==> src/rtl/axi4_full_rd2umi_pkg.sv <==
// Shared constants, UMI command layout and pack helper
// for the AXI4 read-to-UMI bridge.
package axi4_full_rd2umi_pkg;

  localparam logic [4:0] UMI_REQ_READ  = 5'h01;
  localparam logic [4:0] UMI_RESP_READ = 5'h02;

  localparam logic [1:0] BURST_FIXED = 2'b00;
  localparam logic [1:0] BURST_INCR  = 2'b01;
  localparam logic [1:0] BURST_WRAP  = 2'b10;

  localparam logic [1:0] RESP_SLVERR = 2'b10;

  typedef struct packed {
    logic [4:0] hostid;
    logic [1:0] err;
    logic       ex;
    logic       eof;
    logic       eom;
    logic [1:0] prot;
    logic [3:0] qos;
    logic [7:0] len;
    logic [2:0] size;
    logic [4:0] opcode;
  } umi_cmd_t;

  function automatic umi_cmd_t umi_pack(
    input logic [4:0] opcode,
    input logic [2:0] size,
    input logic [7:0] len,
    input logic [1:0] prot,
    input logic [3:0] qos,
    input logic       eom
  );
    umi_cmd_t c;
    c        = '0;
    c.opcode = opcode;
    c.size   = size;
    c.len    = len;
    c.prot   = prot;
    c.qos    = qos;
    c.eom    = eom;
    return c;
  endfunction

endpackage

==> src/rtl/axi4_full_rd2umi_if.sv <==
// AXI4 read channels plus UMI host request/response
// bundle; slave is the bridge side, master the far side.
interface axi4_full_rd2umi_if #(
  parameter int CW  = 32,
  parameter int DW  = 128,
  parameter int AW  = 64,
  parameter int IDW = 8
);
  logic [IDW-1:0] s_axi_arid;
  logic [AW-1:0]  s_axi_araddr;
  logic [7:0]     s_axi_arlen;
  logic [2:0]     s_axi_arsize;
  logic [1:0]     s_axi_arburst;
  logic           s_axi_arlock;
  logic [3:0]     s_axi_arcache;
  logic [2:0]     s_axi_arprot;
  logic [3:0]     s_axi_arqos;
  logic           s_axi_arvalid;
  logic           s_axi_arready;
  logic [IDW-1:0] s_axi_rid;
  logic [DW-1:0]  s_axi_rdata;
  logic [1:0]     s_axi_rresp;
  logic           s_axi_rlast;
  logic           s_axi_rvalid;
  logic           s_axi_rready;
  logic           uhost_req_valid;
  logic           uhost_req_ready;
  logic [CW-1:0]  uhost_req_cmd;
  logic [AW-1:0]  uhost_req_dstaddr;
  logic [AW-1:0]  uhost_req_srcaddr;
  logic [DW-1:0]  uhost_req_data;
  logic           uhost_resp_valid;
  logic           uhost_resp_ready;
  logic [CW-1:0]  uhost_resp_cmd;
  logic [AW-1:0]  uhost_resp_dstaddr;
  logic [AW-1:0]  uhost_resp_srcaddr;
  logic [DW-1:0]  uhost_resp_data;

  modport slave (
    input  s_axi_arid, s_axi_araddr, s_axi_arlen,
    input  s_axi_arsize, s_axi_arburst, s_axi_arlock,
    input  s_axi_arcache, s_axi_arprot, s_axi_arqos,
    input  s_axi_arvalid, s_axi_rready,
    output s_axi_arready, s_axi_rid, s_axi_rdata,
    output s_axi_rresp, s_axi_rlast, s_axi_rvalid,
    output uhost_req_valid, uhost_req_cmd,
    output uhost_req_dstaddr, uhost_req_srcaddr,
    output uhost_req_data, uhost_resp_ready,
    input  uhost_req_ready, uhost_resp_valid,
    input  uhost_resp_cmd, uhost_resp_dstaddr,
    input  uhost_resp_srcaddr, uhost_resp_data
  );

  modport master (
    output s_axi_arid, s_axi_araddr, s_axi_arlen,
    output s_axi_arsize, s_axi_arburst, s_axi_arlock,
    output s_axi_arcache, s_axi_arprot, s_axi_arqos,
    output s_axi_arvalid, s_axi_rready,
    input  s_axi_arready, s_axi_rid, s_axi_rdata,
    input  s_axi_rresp, s_axi_rlast, s_axi_rvalid,
    input  uhost_req_valid, uhost_req_cmd,
    input  uhost_req_dstaddr, uhost_req_srcaddr,
    input  uhost_req_data, uhost_resp_ready,
    output uhost_req_ready, uhost_resp_valid,
    output uhost_resp_cmd, uhost_resp_dstaddr,
    output uhost_resp_srcaddr, uhost_resp_data
  );
endinterface

==> src/rtl/axi4_full_rd2umi_burst_addr.sv <==
// Combinational AXI burst next-address and beat byte count
// (bytes-1) for FIXED/INCR/WRAP; shared with the write side.
module axi4_burst_addr
  import axi4_full_rd2umi_pkg::*;
#(
  parameter int AW = 64
) (
  input  logic [AW-1:0] addr,
  input  logic [2:0]    size,
  input  logic [7:0]    len,
  input  logic [1:0]    burst,
  output logic [AW-1:0] next_addr,
  output logic [7:0]    bytes_m1
);
  logic [AW-1:0] step;
  logic [AW-1:0] smask;
  logic [AW-1:0] incr;
  logic [AW-1:0] wmask;

  always_comb begin
    step  = AW'(1) << size;
    smask = step - AW'(1);
    incr  = (addr & ~smask) + step;
    wmask = ((AW'(len) + AW'(1)) << size) - AW'(1);
    // first beat may be unaligned: read only up to the size boundary
    bytes_m1 = 8'(smask - (addr & smask));
    case (burst)
      BURST_FIXED: next_addr = addr;
      BURST_WRAP:  next_addr = (addr & ~wmask) | (incr & wmask);
      default:     next_addr = incr;
    endcase
  end
endmodule

==> src/rtl/axi4_full_rd2umi.sv <==
// AXI4 full read slave: one UMI read request per AXI beat,
// each UMI response returned as one registered R beat.
module axi4_full_rd2umi
  import axi4_full_rd2umi_pkg::*;
#(
  parameter int          CW       = 32,
  parameter int          DW       = 128,
  parameter int          AW       = 64,
  parameter int          IDW      = 8,
  parameter logic [AW-1:0] HOSTADDR = {AW{1'b0}},
  parameter int          STRBW    = DW / 8
) (
  input logic clk,
  input logic nreset,
  axi4_full_rd2umi_if.slave bus
);
  localparam int SZW = $clog2(STRBW);

  localparam logic [1:0] IDLE          = 2'd0;
  localparam logic [1:0] UMI_READ      = 2'd1;
  localparam logic [1:0] WAIT_UMI_RESP = 2'd2;
  localparam logic [1:0] SEND_R        = 2'd3;

  logic [1:0]     state;
  logic [IDW-1:0] id_q;
  logic [AW-1:0]  addr_q;
  logic [7:0]     len_q;
  logic [2:0]     size_q;
  logic [1:0]     burst_q;
  logic [1:0]     prot_q;
  logic [3:0]     qos_q;
  logic [7:0]     cnt_q;
  logic [DW-1:0]  rdata_q;
  logic [1:0]     rresp_q;
  logic           rlast_q;

  logic [2:0]     size_in;
  logic [AW-1:0]  next_addr;
  logic [7:0]     bytes_m1;
  logic [SZW-1:0] lane;
  umi_cmd_t       resp_c;
  logic           unused_ok;

  assign size_in = (bus.s_axi_arsize > 3'(SZW)) ?
                   3'(SZW) : bus.s_axi_arsize;
  assign lane    = addr_q[SZW-1:0];
  assign resp_c  = umi_cmd_t'(bus.uhost_resp_cmd[31:0]);

  assign unused_ok = ^{bus.s_axi_arlock, bus.s_axi_arcache,
                       bus.s_axi_arprot[2], resp_c,
                       bus.uhost_resp_cmd,
                       bus.uhost_resp_dstaddr,
                       bus.uhost_resp_srcaddr};

  axi4_burst_addr #(.AW(AW)) u_addr (
    .addr      (addr_q),
    .size      (size_q),
    .len       (len_q),
    .burst     (burst_q),
    .next_addr (next_addr),
    .bytes_m1  (bytes_m1)
  );

  assign bus.s_axi_arready    = (state == IDLE);
  assign bus.uhost_req_valid  = (state == UMI_READ);
  assign bus.uhost_resp_ready = (state == WAIT_UMI_RESP);
  assign bus.s_axi_rvalid     = (state == SEND_R);

  assign bus.s_axi_rid   = id_q;
  assign bus.s_axi_rdata = rdata_q;
  assign bus.s_axi_rresp = rresp_q;
  assign bus.s_axi_rlast = rlast_q;

  assign bus.uhost_req_cmd = CW'(umi_pack(UMI_REQ_READ,
                                          3'd0, bytes_m1,
                                          prot_q, qos_q, 1'b1));
  assign bus.uhost_req_dstaddr = addr_q;
  assign bus.uhost_req_srcaddr = HOSTADDR;
  assign bus.uhost_req_data    = '0;

  always_ff @(posedge clk or negedge nreset) begin
    if (!nreset) begin
      state   <= IDLE;
      id_q    <= '0;
      addr_q  <= '0;
      len_q   <= '0;
      size_q  <= '0;
      burst_q <= '0;
      prot_q  <= '0;
      qos_q   <= '0;
      cnt_q   <= '0;
      rdata_q <= '0;
      rresp_q <= '0;
      rlast_q <= 1'b0;
    end else begin
      case (state)
        IDLE: begin
          if (bus.s_axi_arvalid) begin
            id_q    <= bus.s_axi_arid;
            addr_q  <= bus.s_axi_araddr;
            len_q   <= bus.s_axi_arlen;
            size_q  <= size_in;
            burst_q <= bus.s_axi_arburst;
            prot_q  <= bus.s_axi_arprot[1:0];
            qos_q   <= bus.s_axi_arqos;
            cnt_q   <= '0;
            state   <= UMI_READ;
          end
        end
        UMI_READ: begin
          if (bus.uhost_req_ready) state <= WAIT_UMI_RESP;
        end
        WAIT_UMI_RESP: begin
          if (bus.uhost_resp_valid) begin
            rdata_q <= bus.uhost_resp_data << {lane, 3'b000};
            // a non-read response opcode is reported as SLVERR
            rresp_q <= (resp_c.opcode == UMI_RESP_READ) ?
                       resp_c.err : RESP_SLVERR;
            rlast_q <= (cnt_q == len_q);
            state   <= SEND_R;
          end
        end
        default: begin
          if (bus.s_axi_rready) begin
            if (rlast_q) begin
              state <= IDLE;
            end else begin
              addr_q <= next_addr;
              cnt_q  <= cnt_q + 8'd1;
              state  <= UMI_READ;
            end
          end
        end
      endcase
    end
  end
endmodule

==> src/flat_wrapper.sv <==
// flat-port wrapper written by rule: the top's interface ports become plain ports
module axi4_full_rd2umi_flat import axi4_full_rd2umi_pkg::*;
#(
  parameter int          CW       = 32,
  parameter int          DW       = 128,
  parameter int          AW       = 64,
  parameter int          IDW      = 8,
  parameter logic [AW-1:0] HOSTADDR = {AW{1'b0}},
  parameter int          STRBW    = DW / 8
)
  (clk, nreset, bus_s_axi_arid, bus_s_axi_araddr, bus_s_axi_arlen, bus_s_axi_arsize, bus_s_axi_arburst, bus_s_axi_arlock, bus_s_axi_arcache, bus_s_axi_arprot, bus_s_axi_arqos, bus_s_axi_arvalid, bus_s_axi_rready, bus_s_axi_arready, bus_s_axi_rid, bus_s_axi_rdata, bus_s_axi_rresp, bus_s_axi_rlast, bus_s_axi_rvalid, bus_uhost_req_valid, bus_uhost_req_cmd, bus_uhost_req_dstaddr, bus_uhost_req_srcaddr, bus_uhost_req_data, bus_uhost_resp_ready, bus_uhost_req_ready, bus_uhost_resp_valid, bus_uhost_resp_cmd, bus_uhost_resp_dstaddr, bus_uhost_resp_srcaddr, bus_uhost_resp_data);
  axi4_full_rd2umi_if #(.CW(CW), .DW(DW), .AW(AW), .IDW(IDW)) bus_i ();
  input logic clk;
  input logic nreset;
  input wire logic [$bits(bus_i.s_axi_arid)-1:0] bus_s_axi_arid;
  input wire logic [$bits(bus_i.s_axi_araddr)-1:0] bus_s_axi_araddr;
  input wire logic [$bits(bus_i.s_axi_arlen)-1:0] bus_s_axi_arlen;
  input wire logic [$bits(bus_i.s_axi_arsize)-1:0] bus_s_axi_arsize;
  input wire logic [$bits(bus_i.s_axi_arburst)-1:0] bus_s_axi_arburst;
  input wire logic [$bits(bus_i.s_axi_arlock)-1:0] bus_s_axi_arlock;
  input wire logic [$bits(bus_i.s_axi_arcache)-1:0] bus_s_axi_arcache;
  input wire logic [$bits(bus_i.s_axi_arprot)-1:0] bus_s_axi_arprot;
  input wire logic [$bits(bus_i.s_axi_arqos)-1:0] bus_s_axi_arqos;
  input wire logic [$bits(bus_i.s_axi_arvalid)-1:0] bus_s_axi_arvalid;
  input wire logic [$bits(bus_i.s_axi_rready)-1:0] bus_s_axi_rready;
  output wire logic [$bits(bus_i.s_axi_arready)-1:0] bus_s_axi_arready;
  output wire logic [$bits(bus_i.s_axi_rid)-1:0] bus_s_axi_rid;
  output wire logic [$bits(bus_i.s_axi_rdata)-1:0] bus_s_axi_rdata;
  output wire logic [$bits(bus_i.s_axi_rresp)-1:0] bus_s_axi_rresp;
  output wire logic [$bits(bus_i.s_axi_rlast)-1:0] bus_s_axi_rlast;
  output wire logic [$bits(bus_i.s_axi_rvalid)-1:0] bus_s_axi_rvalid;
  output wire logic [$bits(bus_i.uhost_req_valid)-1:0] bus_uhost_req_valid;
  output wire logic [$bits(bus_i.uhost_req_cmd)-1:0] bus_uhost_req_cmd;
  output wire logic [$bits(bus_i.uhost_req_dstaddr)-1:0] bus_uhost_req_dstaddr;
  output wire logic [$bits(bus_i.uhost_req_srcaddr)-1:0] bus_uhost_req_srcaddr;
  output wire logic [$bits(bus_i.uhost_req_data)-1:0] bus_uhost_req_data;
  output wire logic [$bits(bus_i.uhost_resp_ready)-1:0] bus_uhost_resp_ready;
  input wire logic [$bits(bus_i.uhost_req_ready)-1:0] bus_uhost_req_ready;
  input wire logic [$bits(bus_i.uhost_resp_valid)-1:0] bus_uhost_resp_valid;
  input wire logic [$bits(bus_i.uhost_resp_cmd)-1:0] bus_uhost_resp_cmd;
  input wire logic [$bits(bus_i.uhost_resp_dstaddr)-1:0] bus_uhost_resp_dstaddr;
  input wire logic [$bits(bus_i.uhost_resp_srcaddr)-1:0] bus_uhost_resp_srcaddr;
  input wire logic [$bits(bus_i.uhost_resp_data)-1:0] bus_uhost_resp_data;
  assign bus_i.s_axi_arid = bus_s_axi_arid;
  assign bus_i.s_axi_araddr = bus_s_axi_araddr;
  assign bus_i.s_axi_arlen = bus_s_axi_arlen;
  assign bus_i.s_axi_arsize = bus_s_axi_arsize;
  assign bus_i.s_axi_arburst = bus_s_axi_arburst;
  assign bus_i.s_axi_arlock = bus_s_axi_arlock;
  assign bus_i.s_axi_arcache = bus_s_axi_arcache;
  assign bus_i.s_axi_arprot = bus_s_axi_arprot;
  assign bus_i.s_axi_arqos = bus_s_axi_arqos;
  assign bus_i.s_axi_arvalid = bus_s_axi_arvalid;
  assign bus_i.s_axi_rready = bus_s_axi_rready;
  assign bus_s_axi_arready = bus_i.s_axi_arready;
  assign bus_s_axi_rid = bus_i.s_axi_rid;
  assign bus_s_axi_rdata = bus_i.s_axi_rdata;
  assign bus_s_axi_rresp = bus_i.s_axi_rresp;
  assign bus_s_axi_rlast = bus_i.s_axi_rlast;
  assign bus_s_axi_rvalid = bus_i.s_axi_rvalid;
  assign bus_uhost_req_valid = bus_i.uhost_req_valid;
  assign bus_uhost_req_cmd = bus_i.uhost_req_cmd;
  assign bus_uhost_req_dstaddr = bus_i.uhost_req_dstaddr;
  assign bus_uhost_req_srcaddr = bus_i.uhost_req_srcaddr;
  assign bus_uhost_req_data = bus_i.uhost_req_data;
  assign bus_uhost_resp_ready = bus_i.uhost_resp_ready;
  assign bus_i.uhost_req_ready = bus_uhost_req_ready;
  assign bus_i.uhost_resp_valid = bus_uhost_resp_valid;
  assign bus_i.uhost_resp_cmd = bus_uhost_resp_cmd;
  assign bus_i.uhost_resp_dstaddr = bus_uhost_resp_dstaddr;
  assign bus_i.uhost_resp_srcaddr = bus_uhost_resp_srcaddr;
  assign bus_i.uhost_resp_data = bus_uhost_resp_data;
  axi4_full_rd2umi #(.CW(CW), .DW(DW), .AW(AW), .IDW(IDW), .HOSTADDR(HOSTADDR), .STRBW(STRBW)) u_core (.clk(clk), .nreset(nreset), .bus(bus_i));
endmodule
==> config.mk <==
export PLATFORM = sky130hd
export DESIGN_NAME = axi4_full_rd2umi_flat
export DESIGN_NICKNAME = d
export VERILOG_FILES = /design/src/rtl/axi4_full_rd2umi_pkg.sv /design/src/rtl/axi4_full_rd2umi_if.sv /design/src/rtl/axi4_full_rd2umi_burst_addr.sv /design/src/rtl/axi4_full_rd2umi.sv /design/src/flat_wrapper.sv
export SDC_FILE = /design/constraint.sdc
export NUM_CORES = 1
export LEC_CHECK = 0
export CORE_AREA = 2 2 318 320
export DETAILED_ROUTE_END_ITERATION = 10
export DIE_AREA = 0 0 320 322
export SYNTH_ARGS = -nofsm -noshare
export SYNTH_HDL_FRONTEND = slang
export SYNTH_SLANG_ARGS = --single-unit
==> constraint.sdc <==
create_clock -name clk -period 11.9 [get_ports clk]
set_input_delay 1.19 -clock clk [delete_from_list [all_inputs] [get_ports clk]]
set_output_delay 1.19 -clock clk [all_outputs]
set_load 0.02 [all_outputs]
Word level (Yosys, flattened, before mapping)
Index checks and enable logic that the tools add are counted.
{ "op_classes": {"n_bitwise": 8, "n_shift": 3, "mux": 17, "n_reduce_logical": 10, "n_eq_ne": 11, "n_lt_le_gt_ge": 1, "n_addsub": 6} }
{ "ops": {"columns": ["op", "count"], "rows": [
  ["64-bit case mux with 2 select lines", 2],
  ["64-bit bitwise AND", 3],
  ["64-bit 2-to-1 mux", 3],
  ["64-bit NOT", 2],
  ["128-bit by 7-bit << shifter with 128-bit output", 1],
  ["64-bit by 1-bit subtractor with 64-bit output (second input constant)", 2],
  ["64-bit adder", 1],
  ["64-bit OR", 1],
  ["1-bit by 3-bit << shifter with 64-bit output (first input constant)", 1],
  ["9-bit by 3-bit << shifter with 64-bit output", 1],
  ["8-bit 2-to-1 mux", 3],
  ["8-bit case mux with 2 select lines", 1],
  ["2-bit 2-to-1 mux", 5],
  ["8-bit by 1-bit adder with 9-bit output (second input constant)", 1],
  ["8-bit by 1-bit adder with 8-bit output (second input constant)", 1],
  ["8-bit bitwise AND", 1],
  ["8-bit equality test", 1],
  ["4-bit AND reduction", 2],
  ["8-bit subtractor", 1],
  ["2-bit equality test (second input constant)", 3],
  ["2-bit != test (second input constant)", 3],
  ["2-bit case mux with 3 select lines", 1],
  ["5-bit by 2-bit equality test with 1-bit output (second input constant)", 1],
  ["5-bit AND reduction", 1],
  ["other kinds (11)", 14]
]} }
{ "word_totals": {"word_cells": 68, "out_inout_bits": 431, "reg_bits": 232} }

Logic depth before layout (Yosys ltp)
{ "logic_depth": {"ltp_word": 11, "ltp_mapped": 23, "depth_no_buf": 19} }

Hierarchy
From an unflattened synthesis, not the netlist that was laid out.
{ "hier_totals": {"hier_cells": 2139, "area_unflattened_um2": 19541.2} }
{ "modules_own_cells": {"columns": ["module", "seq_area_each_um2", "instances", "area_each_um2", "cells_each"], "rows": [
  ["axi4_full_rd2umi", 5805.6, 1, 15920.3, 1583],
  ["axi4_burst_addr", 0.0, 1, 3621.0, 556]
]} }

Worst setup path after synthesis
Ideal clock, no wire load.
{ "synth_timing": {"path_type": "register -> register", "from": "register u_core.size_q[2]", "to": "register (tool-made name)", "setup_slack_ns": 6.978, "path_stages_with_launch": 22, "t_required_ns": 11.779, "path_buffers": 5, "arrival_time_ns": 4.801, "synth_period_minus_slack_ns": 4.922, "setup_time_ns": 0.121, "path_cell_list": "dfrtp_1 clkbuf_1 clkbuf_1 buf_1 nor2_1 inv_1 ha_1 buf_1 nand2_1 buf_1 a21boi_0 and2_1 ha_1 a21oi_1 o21ai_0 a21o_1 a32oi_1 nor4_1 and2_1 and4_1 a32o_1 a22o_1"} }
{ "synth_rtl": {"columns": ["item", "line", "source"], "rows": [
  ["start, declared", "axi4_full_rd2umi.sv:28", "logic [2:0] size_q;"],
  ["start signal, assigned", "axi4_full_rd2umi.sv:102", "size_q <= size_in;"]
]} }

==> qor.yml <==
run_status: "finished, final reports clean"
p_seq_frac: 0.216
internal-power_mw: 3.572
worst_setup_path_start_kind: "flop"
worstPathMaxFanout: 39
gr-total-overflow: 0
grt_pass1_vias: 17040
gp_congestion: 0.8910
detail_route.wl_per_cell_microns: 23.44
async_reset_ff_frac: 1.000
numCtsBuffers: 35
postCtsHoldBufs: 0
finalClockSkew_ns: 0.01664
cts_tree: "yes"
crit_path_top_delay_cell: "a21oi_1"
hold_slack_ns: 0.4699
ys_seq_elements: 232
antenna_found_initial: 29
pre_cts_slack_ns: 6.082
ctsResizeCount: 0
slew_headroom: 0.2200
syn-cell-area_sq_um: 18320
period_share: 0.4941
timing.final.ws_setup_ns: 6.020
p_leak_nw: 9.928
clock-sinks: 232
die_y_microns: 322
path_cells: "buf_4, or2_0, nor2_1, inv_1, ha_1, nand2_1, buf_4, a21boi_0, and2_1, ha_1, nand3_1, nor3b_1, nand3_1, a21oi_1, nand2_1, or2_2, o31a_1, o21ai_0"
slew_violations: 0
h-tree-depth: 2
clock_path_buffers: 3
num_vias: 17900
reg2reg_setup_slack_ns: 6.02
synthDistinctLibCells: 87
power_switching_mw: 3.684
path_buf_inv: 3
hold_violations: 0
avgViaCountPerCell: 4.627
gr-max-usage-layer: "met2"
met2_usage: 0.2938
clk_latency_ns: 0.58
drive_gt1_frac: 0.07425
drc: 0
final_core_util: 0.2458
cp-end-kind: "flop"
cts_setup_buffers: 0
critical_path_arrival_ns: 6.37
p_clk_frac: 0.152
grtUsageTotal: 0.1688
die_area_sq_um: 103000
die_x_microns: 320
setup_viol: 0
grt_pass1_wl_microns: 127200
comb_power_share: 0.632
drtIter0Drc: 1381
synth-edff-count: 0
ys_seq_area_frac: 0.3168
powerDensity_nw_per_um2: 296.5
worst_pin_slew_ns: 1.170
totalWireLength_microns: 90650
grtUsageMet1: 0.1967
switching_share: 0.5077
crit_required_ns: 12.39
cts_root_buf: "clkbuf_16"
peakVddDrop_uv: 261.9
drt_pre_antenna_iters: 5
io_buffers: 452
io_pins: 822
row_count: 116
ant_nets: 0
synth_cells: 2175
grt_use_met3: 0.04584
area_growth_syn_to_layout_pct: 33.56
max_freq_mhz: 170.1
dp_hpwl_microns: 70110
power_mw: 7.256
critical_path.top_delay_family: "simple AND/OR/NAND/NOR gates"
slowest_delay_ns: 1.04
start_util: 0.1840
core_area_sq_um: 99570
min_path_type: "reg -> reg"
yosysWarnings: 0
fin_nets: 2939
grt_max_degree: 146
avgSynthCellArea_sq_um: 8.425
rsz0062_at_grt: "false"
ys.flop_type: "dfrtp_1"
maxCapViolCount: 0
critical_path_class: "reg -> reg"
clkTransAtPathRegs_ns: 0.06
tns_ns: 0
period_needed_ns: 5.880
layout by cell type, fill, tap and decap left out, types with 36 or more instances in the layout:
cell / netlist / final
nand2_1: 270 / 269
mux2_2: 56 / 56
clkdlybuf4s50_1: 0 / 451
clkbuf_16: 0 / 36
mux2i_1: 149 / 149
o21ai_0: 168 / 168
nor2_1: 147 / 146
dfrtp_1: 232 / 228
a21oi_1: 120 / 119
a22o_1: 55 / 55
nand3_1: 45 / 45
xor2_1: 40 / 40
conb_1: 2 / 211
a211oi_1: 52 / 52
Yosys cell counts, types with 31 or more instances:
library cell / instances / share of area
xnor2_1: 34 / 0.016
buf_1: 33 / 0.0068
clkbuf_1: 97 / 0.020
nand2_1: 270 / 0.055
a211oi_1: 52 / 0.021
dfrtp_1: 232 / 0.32
o21ai_0: 168 / 0.046
mux2_2: 56 / 0.034
xor2_1: 40 / 0.019
mux2i_1: 149 / 0.081
buf_4: 216 / 0.088
a22o_1: 55 / 0.026
nor2_1: 147 / 0.030
nand3_1: 45 / 0.012
a21oi_1: 120 / 0.033
o31ai_1: 31 / 0.013
worst min-delay path, stage by stage (launching register included):
cell	delay [ns]
dfrtp_1	0.34
nand2_1	0.05
nand2_1	0.05
power groups by stage:
| stage | logic [mW] | registers, mW | clock network (mW) |
|---|---|---|---|
| final | 4.59 | 1.57 | 1.10 |
| after global routing | 4.93 | 1.63 | 1.17 |
| after CTS | 4.60 | 1.57 | 1.14 |
| after detailed placement | 4.58 | 1.57 | 0 |
| after global placement | 4.56 | 1.56 | 0 |
| after floorplan | 2.62 | 1.74 | 0 |
stage by stage:
step / area (sq um) / cells
finish: 24470 / 3868
global route: 24460 / 3864
CTS: 24450 / 3857
detailed placement: 23270 / 3794
global placement: 23270 / 3794
floorplan: 19110 / 2384
area by class of cell:
type                    count  area (sq um)
fillers                 10830         75090
well taps                1298          1624
repair buffers            480          4752
clock inverters            14         150.1
clock buffers              49          1030
flip-flops and latches    232          5816
diodes                     11         27.53
inverters                  32         121.4
multi-input cells        1752         10950
cells by family after synthesis:
| kind of cell | count (synthesis) | synth area share |
|---|---|---|
| XOR/XNOR | 74 | 0.03537 |
| other | 2 | 0.0004098 |
| adder cells (fa/ha/maj) | 15 | 0.01024 |
| buffers and inverters | 400 | 0.1294 |
| AO/OA/AOI/OAI | 605 | 0.2228 |
| AND/OR/NAND/NOR | 633 | 0.1587 |
| flip-flops | 232 | 0.3168 |
| multiplexers | 214 | 0.1263 |
layer usage:
| layer | wire length, microns | part of all wire |
|---|---|---|
| met5 | 141 | 0.0016 |
| met4 | 3249 | 0.036 |
| met3 | 7351 | 0.081 |
| met1 | 34990 | 0.39 |
| met2 | 44910 | 0.50 |
path summary, 6_finish.rpt:
path,start,to,depth (start not counted)
worst max-delay path,u_core.size_q[1],flop,18
worst min-delay path,u_core.bus.s_axi_rresp[0],u_core.bus.s_axi_rresp[0],2
worst max register to register,u_core.size_q[1],flop,18
worst min register to register,u_core.bus.s_axi_rresp[0],u_core.bus.s_axi_rresp[0],2
max in group asynchronous,nreset,u_core.bus.s_axi_rdata[33],2
min in group asynchronous,nreset,u_core.size_q[1],1
Power figures use the tool's default switching activity.
